## src/rtl/mac_seq_ctrl.sv

```systemverilog
// mac_seq_ctrl: job sequencer for the MAC array datapath.
// A job is started by a one-cycle start pulse. The sequencer then:
//   1. preloads K*K weight words from BRAM,
//   2. commits the weights to the MAC array,
//   3. streams the ifmap vectors,
//   4. drains the psum pipeline.
// Optional feature macro: MAC_SEQ_PERF_EN. When it is defined, a saturating
// STREAM stall counter is built and reported in axi_control_3[31:16].
module mac_seq_ctrl #(
  parameter int MAC_NUM            = 256,
  parameter int BRAM_ADDRESS_WIDTH = 12,
  parameter int KMAX               = 5,
  parameter int CNT_W              = 16,
  parameter int PSUM_LAT           = 1
) (
  input  logic                          clk,
  input  logic                          rst_n,
  input  logic                          start,
  input  logic [4:0]                    kernel_size,
  input  logic [BRAM_ADDRESS_WIDTH-1:0] weight_base_addr,
  input  logic [CNT_W-1:0]              ifmap_count,
  input  logic [MAC_NUM-1:0]            enable_mask,
  input  logic                          ifmaps_fifo_empty,
  input  logic                          psum_ready,
  output logic                          ifmaps_fifo_rd,
  output logic                          bram_rd_en,
  output logic [BRAM_ADDRESS_WIDTH-1:0] bram_addr,
  output logic                          load_weight_preload,
  output logic                          load_MAC_weight,
  output logic                          load_ifmaps,
  output logic                          psum_valid,
  output logic [MAC_NUM-1:0]            mac_enable,
  output logic                          busy,
  output logic                          done,
  output logic [31:0]                   axi_control_3
);

  // Preload counter must reach K*K (one past the last read) for KMAX.
  localparam int PW = $clog2(KMAX * KMAX + 2);
  localparam int DW = (PSUM_LAT > 1) ? $clog2(PSUM_LAT) : 1;
  localparam logic [4:0] KMAX_K = 5'(KMAX);

  typedef enum logic [2:0] {
    IDLE    = 3'd0,
    PRELOAD = 3'd1,
    LOAD_W  = 3'd2,
    STREAM  = 3'd3,
    DRAIN   = 3'd4,
    DONE    = 3'd5
  } state_t;

  state_t                        state_reg;
  logic [PW-1:0]                 kk_reg;
  logic [PW-1:0]                 pre_cnt_reg;
  logic [CNT_W-1:0]              rem_reg;
  logic [DW-1:0]                 drain_cnt_reg;
  logic                          done_sticky_reg;
  logic                          err_sticky_reg;
  logic                          bram_rd_en_reg;
  logic [BRAM_ADDRESS_WIDTH-1:0] bram_addr_reg;
  logic                          load_weight_preload_reg;
  logic                          load_mac_weight_reg;
  logic                          done_reg;
  logic [MAC_NUM-1:0]            mac_enable_reg;
  logic [PSUM_LAT-1:0]           psum_sr_reg;
  logic [15:0]                   perf_word;

  logic          k_legal;
  logic [PW-1:0] ks_w;
  logic [PW-1:0] kk_next;
  logic          pop;

  assign k_legal = (kernel_size != 5'd0) && (kernel_size <= KMAX_K);
  assign ks_w    = PW'(kernel_size);
  assign kk_next = ks_w * ks_w;
  // A pop happens in STREAM whenever data is present and downstream can take a psum.
  assign pop     = (state_reg == STREAM) && !ifmaps_fifo_empty && psum_ready;

  // Main sequencing FSM with registered strobes.
  always_ff @(posedge clk or negedge rst_n) begin
    if (!rst_n) begin
      state_reg               <= IDLE;
      kk_reg                  <= '0;
      pre_cnt_reg             <= '0;
      rem_reg                 <= '0;
      drain_cnt_reg           <= '0;
      done_sticky_reg         <= 1'b0;
      err_sticky_reg          <= 1'b0;
      bram_rd_en_reg          <= 1'b0;
      bram_addr_reg           <= '0;
      load_weight_preload_reg <= 1'b0;
      load_mac_weight_reg     <= 1'b0;
      done_reg                <= 1'b0;
      mac_enable_reg          <= '0;
    end else begin
      // BRAM data arrives one cycle after the read strobe.
      load_weight_preload_reg <= bram_rd_en_reg;
      load_mac_weight_reg     <= 1'b0;
      done_reg                <= 1'b0;
      case (state_reg)
        IDLE: begin
          if (start) begin
            if (k_legal) begin
              kk_reg          <= kk_next;
              pre_cnt_reg     <= '0;
              rem_reg         <= ifmap_count;
              bram_rd_en_reg  <= 1'b1;
              bram_addr_reg   <= weight_base_addr;
              mac_enable_reg  <= enable_mask;
              done_sticky_reg <= 1'b0;
              err_sticky_reg  <= 1'b0;
              state_reg       <= PRELOAD;
            end else begin
              err_sticky_reg <= 1'b1;
            end
          end
        end
        PRELOAD: begin
          pre_cnt_reg <= pre_cnt_reg + 1'b1;
          if ((pre_cnt_reg + 1'b1) < kk_reg) begin
            bram_addr_reg <= bram_addr_reg + 1'b1;
          end else begin
            bram_rd_en_reg <= 1'b0;
          end
          // The extra cycle after the last read lets the final word land.
          if (pre_cnt_reg == kk_reg) begin
            load_mac_weight_reg <= 1'b1;
            state_reg           <= LOAD_W;
          end
        end
        LOAD_W: begin
          drain_cnt_reg <= '0;
          state_reg     <= (rem_reg == '0) ? DRAIN : STREAM;
        end
        STREAM: begin
          drain_cnt_reg <= '0;
          if (pop) begin
            rem_reg <= rem_reg - 1'b1;
            if (rem_reg == CNT_W'(1)) begin
              state_reg <= DRAIN;
            end
          end
        end
        DRAIN: begin
          if (drain_cnt_reg == DW'(PSUM_LAT - 1)) begin
            done_reg        <= 1'b1;
            done_sticky_reg <= 1'b1;
            state_reg       <= DONE;
          end else begin
            drain_cnt_reg <= drain_cnt_reg + 1'b1;
          end
        end
        DONE: begin
          mac_enable_reg <= '0;
          state_reg      <= IDLE;
        end
        default: state_reg <= IDLE;
      endcase
    end
  end

  // Psum valid tracks each pop through the MAC pipeline latency.
  generate
    if (PSUM_LAT == 1) begin : g_psum1
      always_ff @(posedge clk or negedge rst_n) begin
        if (!rst_n) psum_sr_reg <= '0;
        else        psum_sr_reg <= pop;
      end
    end else begin : g_psumn
      always_ff @(posedge clk or negedge rst_n) begin
        if (!rst_n) psum_sr_reg <= '0;
        else        psum_sr_reg <= {psum_sr_reg[PSUM_LAT-2:0], pop};
      end
    end
  endgenerate

`ifdef MAC_SEQ_PERF_EN
  logic [15:0] stall_cnt_reg;
  // Saturating count of STREAM cycles that did not pop; restarts with each accepted job.
  always_ff @(posedge clk or negedge rst_n) begin
    if (!rst_n) begin
      stall_cnt_reg <= '0;
    end else if (state_reg == IDLE && start && k_legal) begin
      stall_cnt_reg <= '0;
    end else if (state_reg == STREAM && !pop && stall_cnt_reg != 16'hFFFF) begin
      stall_cnt_reg <= stall_cnt_reg + 1'b1;
    end
  end
  assign perf_word = stall_cnt_reg;
`else
  assign perf_word = 16'd0;
`endif

  assign ifmaps_fifo_rd      = pop;
  assign load_ifmaps         = pop;
  assign bram_rd_en          = bram_rd_en_reg;
  assign bram_addr           = bram_addr_reg;
  assign load_weight_preload = load_weight_preload_reg;
  assign load_MAC_weight     = load_mac_weight_reg;
  assign psum_valid          = psum_sr_reg[PSUM_LAT-1];
  assign mac_enable          = mac_enable_reg;
  assign busy                = (state_reg != IDLE);
  assign done                = done_reg;
  assign axi_control_3       = {perf_word, 10'd0, state_reg, err_sticky_reg, done_sticky_reg, busy};

endmodule

```

## config.mk

```make
export PLATFORM = sky130hd
export DESIGN_NAME = mac_seq_ctrl
export DESIGN_NICKNAME = d
export VERILOG_FILES = /design/src/rtl/mac_seq_ctrl.sv
export SDC_FILE = /design/constraint.sdc
export NUM_CORES = 1
export LEC_CHECK = 0
export ABC_AREA = 1
export CAP_MARGIN = 20
export CORE_AREA = 2 2 233 235
export DETAILED_ROUTE_END_ITERATION = 8
export DIE_AREA = 0 0 235 237
export PLACE_DENSITY_LB_ADDON = 0.05
export SYNTH_ARGS = -nofsm -noshare
export SYNTH_HDL_FRONTEND = slang
export SYNTH_SLANG_ARGS = --single-unit
```

## constraint.sdc

```tcl
create_clock -name clk -period 4.9 [get_ports clk]
set_input_delay 0.98 -clock clk [delete_from_list [all_inputs] [get_ports clk]]
set_output_delay 0.98 -clock clk [all_outputs]
set_load 0.05 [all_outputs]
```

Word-level counts from Yosys, hierarchy flattened:

Cells that the tools add are included.

* divide/modulo/power cells: 0
* equal/unequal tests: 15
* bitwise logic cells: 0
* order comparisons: 2
* muxes and demuxes: 37
* shift operators: 0
* reductions and logical operators: 23
* $add $sub $neg: 4
* $mul: 1

Operators with widths (count)
* 256-bit two-way mux: 2
* 256-bit case mux with 2 select lines: 1
* 16-bit two-way mux: 3
* 12-bit two-way mux: 3
* 16-bit case mux with 2 select lines: 1
* 12-bit case mux with 2 select lines: 1
* 3-bit two-way mux: 7
* 16-bit by 1-bit == test with 1-bit output (second input constant): 1
* 16-bit zero test: 1
* 4-bit AND reduction: 4
* 16-bit by 1-bit subtractor with 16-bit output (second input constant): 1
* 3-bit case mux with 5 select lines: 1
* 2-bit inequality test (second input constant): 7
* 12-bit by 1-bit adder with 12-bit output (second input constant): 1
* 1-bit two-way mux: 12
* 5-bit two-way mux: 2
* 5-bit case mux with 2 select lines: 1
* 2-bit nonzero test: 5
* 3-bit AND reduction: 3
* 3-bit by 2-bit == test with 1-bit output (second input constant): 2
* 3-bit == test (second input constant): 2
* 1-bit case mux with 2 select lines: 3
* 6-bit AND reduction: 1
* 5-bit by 1-bit adder with 5-bit output (second input constant): 1
* 14 further kinds: 16

* input port bits: 294
* output and inout bits: 308
* bits in writable memories: 0
* bits in registers: 305
* memory bits (read-only): 0
* memories: 0
* latch bits: 0
* logic and storage cells: 96

Depth between registers and ports, before layout:

* depth after elaboration: 5
* depth in mapped cells: 13
* depth with buffers taken out: 13

Least setup slack after synthesis:

No wires, ideal clock.

* kind: reg-to-output
* start: register state_reg[1]
* end: output load_ifmaps
* cell stages (with the launch flop): 7
* buffers on the path: 2
* path slack: 1499 ps
* data arrival time: 2421 ps
* cells stage by stage: dfrtp_1 nand2_1 nor2_4 inv_2 clkbuf_1 nor2_1 buf_4

* cells in the longest elaborated chain, start to end: 3

Ends and longest elaborated chain
* start, declared: RTL line 52 `state_t state_reg;`
* start signal, assigned: RTL line 133 `state_reg <= (rem_reg == '0) ? DRAIN : STREAM;`
* 3-bit by 2-bit == test with 1-bit output: RTL line 77 `assign pop = (state_reg == STREAM) && !ifmaps_fifo_empty && psum_ready;`
* 1-bit logical AND (2 in series): RTL line 77
* end, declared: RTL line 30 `output logic load_ifmaps,`

No other way between the ends.

Final worst setup path:

Ends and elaborated chain as after synthesis.

==> summary.txt <==
Place
  – Gp weighted congestion: 0.808
  – HPWL Detailed: 36.2 mm
  – Placed Cells: around 2800
  – Port bufs: 575

Logic synthesis
  – Post-Synth XOR/XNOR Area: 0.457%
  – Synth cell types: 31
  – Mux cell area share after synthesis: 0.149%
  – Seq/Total Area, Yosys: 56.5%
  – Largest family of logic cells by synthesized area: simple AND/OR/NAND/NOR gates
  – Fraction of the mapped netlist area in adder cells: 0.840%
  – Synth Area in Compound Gates: 11.1%
  – Cells after synthesis: 1603
  – Yosys warning total: 0
  – Avg Inst Size Synth: between 8 and 9 sq um
  – Synth Register Bits: 303
  – Synth Area in Simple Gates: 16.9%
  – Mapped Area: 13400 sq um

Worst setup path
  – Worst R2R Setup Slack: 1880 ps
  – Cells on worst reg2reg path: 8
  – Critical-path maximum fanout: 19
  – CP Class: flip-flop to primary output
  – Startpoint Class: flip-flop
  – Arrival time at the worst endpoint: between 2000 and 3000 ps
  – R2R Path Start: state_reg[2]
  – Crit end category: primary output
  – WP data required: around 3900 ps
  – Critical register-to-register path endpoint: bram_addr[0]

Flow run
  – Max Cap Viol: 0

Global route
  – Global-route wire length before repair: 75.8 mm
  – Vias in the first global route: 11800
  – GRT Overall Usage: 17.6%
  – Gr ovfl total: 0
  – Largest net degree at the start of global routing: 160
  – Number of antenna violations at the first check in global routing: 10

STA
  – Fmax: 0.267 GHz
  – Unrepaired setup endpoints after global routing: false
  – Post-layout min period: 3740 ps
  – Slew headroom: 32.9%
  – Final setup fails: 0
  – Fin crit share: 76.4%
  – Setup TNS Final: 0 ps
  – Worst Tran Pin Value: roughly 1000 ps
  – Final hold vios: 0
  – Slew Limit Fails: 0
  – Final worst clock skew: 8.01 ps

Clocking
  – Post-CTS setup buffer count: 0
  – Clock slew at reported path FFs: 60 ps
  – Clock buffer count from CTS: 39
  – CTS Sinks: 303
  – Clk_lat worst skew: ~540 ps
  – Hold buffer count at CTS: 0
  – Longest Clk Path Bufs: 3
  – CTS root buf: clkbuf_16
  – Post-CTS sizing: 0
  – CTS tree: yes
  – CTS HTree Levels: 2

Routing
  – Iteration-0 DRC Markers: between 500 and 600
  – Routed wire length per instance: about 18 um
  – Via count: 11800
  – Via density: 4.09
  – Routed Antenna Nets: 0
  – # DRC: 0
  – Drt total wl: 50.5 mm
  – Drt pass-1 iters: 5

Outcome
  – Status: completed

Die
  – Die area: about 56000 sq um
  – Core box area: 53300 sq um
  – Io pins: around 600
  – Overall die height: 237 um
  – Initial Util: 25.2%
  – DIE WIDTH: 235 um
  – Rows: 85

Min path
  – Hold_sp: bram_rd_en
  – Min-delay worst type: flip-flop to flip-flop
  – WHS Endpoint: load_weight_preload
  – WHS Path Cells: 0

Power and ir drop
  – Total power density per cell area: between 700 and 800 nW/um^2
  – Leakage: 0.00930 uW
  – VDD IR max: 0.311 mV

Final layout
  – Synth-to-layout area growth: 55.1%
  – Post-route insts no fill: 2882
  – Area taken by flip-flops and latches: around 7600 sq um
  – Layout cells sized above 1: 3.67%
  – FILL cells: about 5500
  – NumNets Final: 2460
  – Largest register FFs: roughly 260
  – Area of the multi-input gates: 4060 sq um
-- area by class of cell --
class	instances	share of cell area, %
flip-flops and latches	303	36.5
repair buffers	584	28.4
multi-input cells	915	19.5
inverters	314	5.69
clock buffers	59	5.49
well taps	696	4.19
clock inverters	6	0.174
diodes	5	0.0602
-- through the flow --
stage	util [%]	hold slack [ps]	total power [uW]	setup WS [ps]	area, sq um
global route	39.0	497	15500	955	20800
detailed placement	36.8	471	12100	1390	19600
finish	39.0	492	14700	1160	20800
floorplan	-	464	9160	1500	13500
global placement	36.8	471	12000	1380	19600
CTS	39.0	486	14900	1060	20800
-- worst max-delay path, cell delays in order (launching register included) --
cell and delay [ps]:
dfrtp_1 490, nand2_1 140, nor2_4 80, buf_4 260
inv_2 210, nor2_1 200, clkdlybuf4s50_1 830
-- routing by layer --
layer | routed length, um | vias up | global-route usage (%) | part of all wire (%)
met5 | 79 | - | 0 | 0.16
met4 | 1070 | 12 | 5.14 | 2.1
met3 | 3800 | 64 | 5.85 | 7.5
met2 | 24000 | 361 | 28.8 | 47
met1 | 21600 | 5426 | 22.1 | 43
li1 | - | 5928 | - | -
-- synth_stat cells, drive strengths merged --
| cell | n | area (sq um) |
|---|---|---|
| o21ai | 285 | 1430 |
| nor3 | 1 | 5.00 |
| xor2 | 6 | 52.6 |
| o21a | 1 | 7.51 |
| and2 | 1 | 6.26 |
| a21oi | 5 | 25.0 |
| dfrtp | 303 | 7580 |
| nand4 | 6 | 37.5 |
| nand3 | 40 | 205 |
| clkbuf | 7 | 26.3 |
| mux2i | 2 | 20.0 |
| o21bai | 3 | 22.5 |
| conb | 1 | 3.75 |
| ha | 9 | 113 |
| nand2 | 471 | 1780 |
| or2 | 3 | 18.8 |
| xnor2 | 1 | 8.76 |
| nor2 | 54 | 213 |
| buf | 89 | 668 |
| o31ai | 1 | 12.5 |
| inv | 314 | 1180 |
-- logic make-up after synthesis --
| kind of cell | Yosys count |
|---|---|
| other | 1 |
| and+or+nand+nor | 576 |
| muxes | 2 |
| buffers and inverters | 410 |
| DFF | 303 |
| adders and majority gates | 9 |
| xor gates and xnor gates | 7 |
| AOI/OAI and AO/OA | 295 |
-- worst max-delay path by stage --
stage	to	from	slack, ps	cells past startpoint
after detailed placement	load_ifmaps	psum_ready	1390	4
after CTS	load_ifmaps	state_reg[1]	1060	6
final	load_ifmaps	state_reg[1]	1160	6
after global routing	load_ifmaps	state_reg[1]	950	6
after floorplan	load_ifmaps	state_reg[1]	1500	6
after global placement	load_ifmaps	ifmaps_fifo_empty	1380	5
-- layout by cell type (no fill, tap or decap) --
cell type	count
a21oi_1	5
clkinvlp_4	1
ha_1	9
nand3_1	39
o21bai_1	3
nand2_2	3
o31ai_4	1
inv_2	5
inv_1	308
xnor2_1	1
diode_2	5
nor2_2	1
clkdlybuf4s50_1	574
o21ai_0	167
mux2i_1	2
nor3_1	1
clkinv_2	4
buf_4	2
nor2_1	52
dfrtp_1	303
or2_2	3
and2_1	1
conb_1	26
clkbuf_1	11
buf_8	1
xor2_1	6
clkbuf_8	9
inv_6	2
o21a_1	1
clkbuf_16	39
nor2_4	1
o21ai_1	118
nand2_1	468
nand4_1	6
nand3_2	1
buf_12	7
-- report_power, final --
part | leakage (uW) | total, uW | switching, uW | internal, uW
Sequential | 0.00387 | 4160 | 634 | 3520
Clock | 0.000579 | 2700 | 1110 | 1590
Combinational | 0.00484 | 7820 | 5370 | 2450
Total | 0.00930 | 14700 | 7110 | 7570
(Power assumes the default switching activity.)
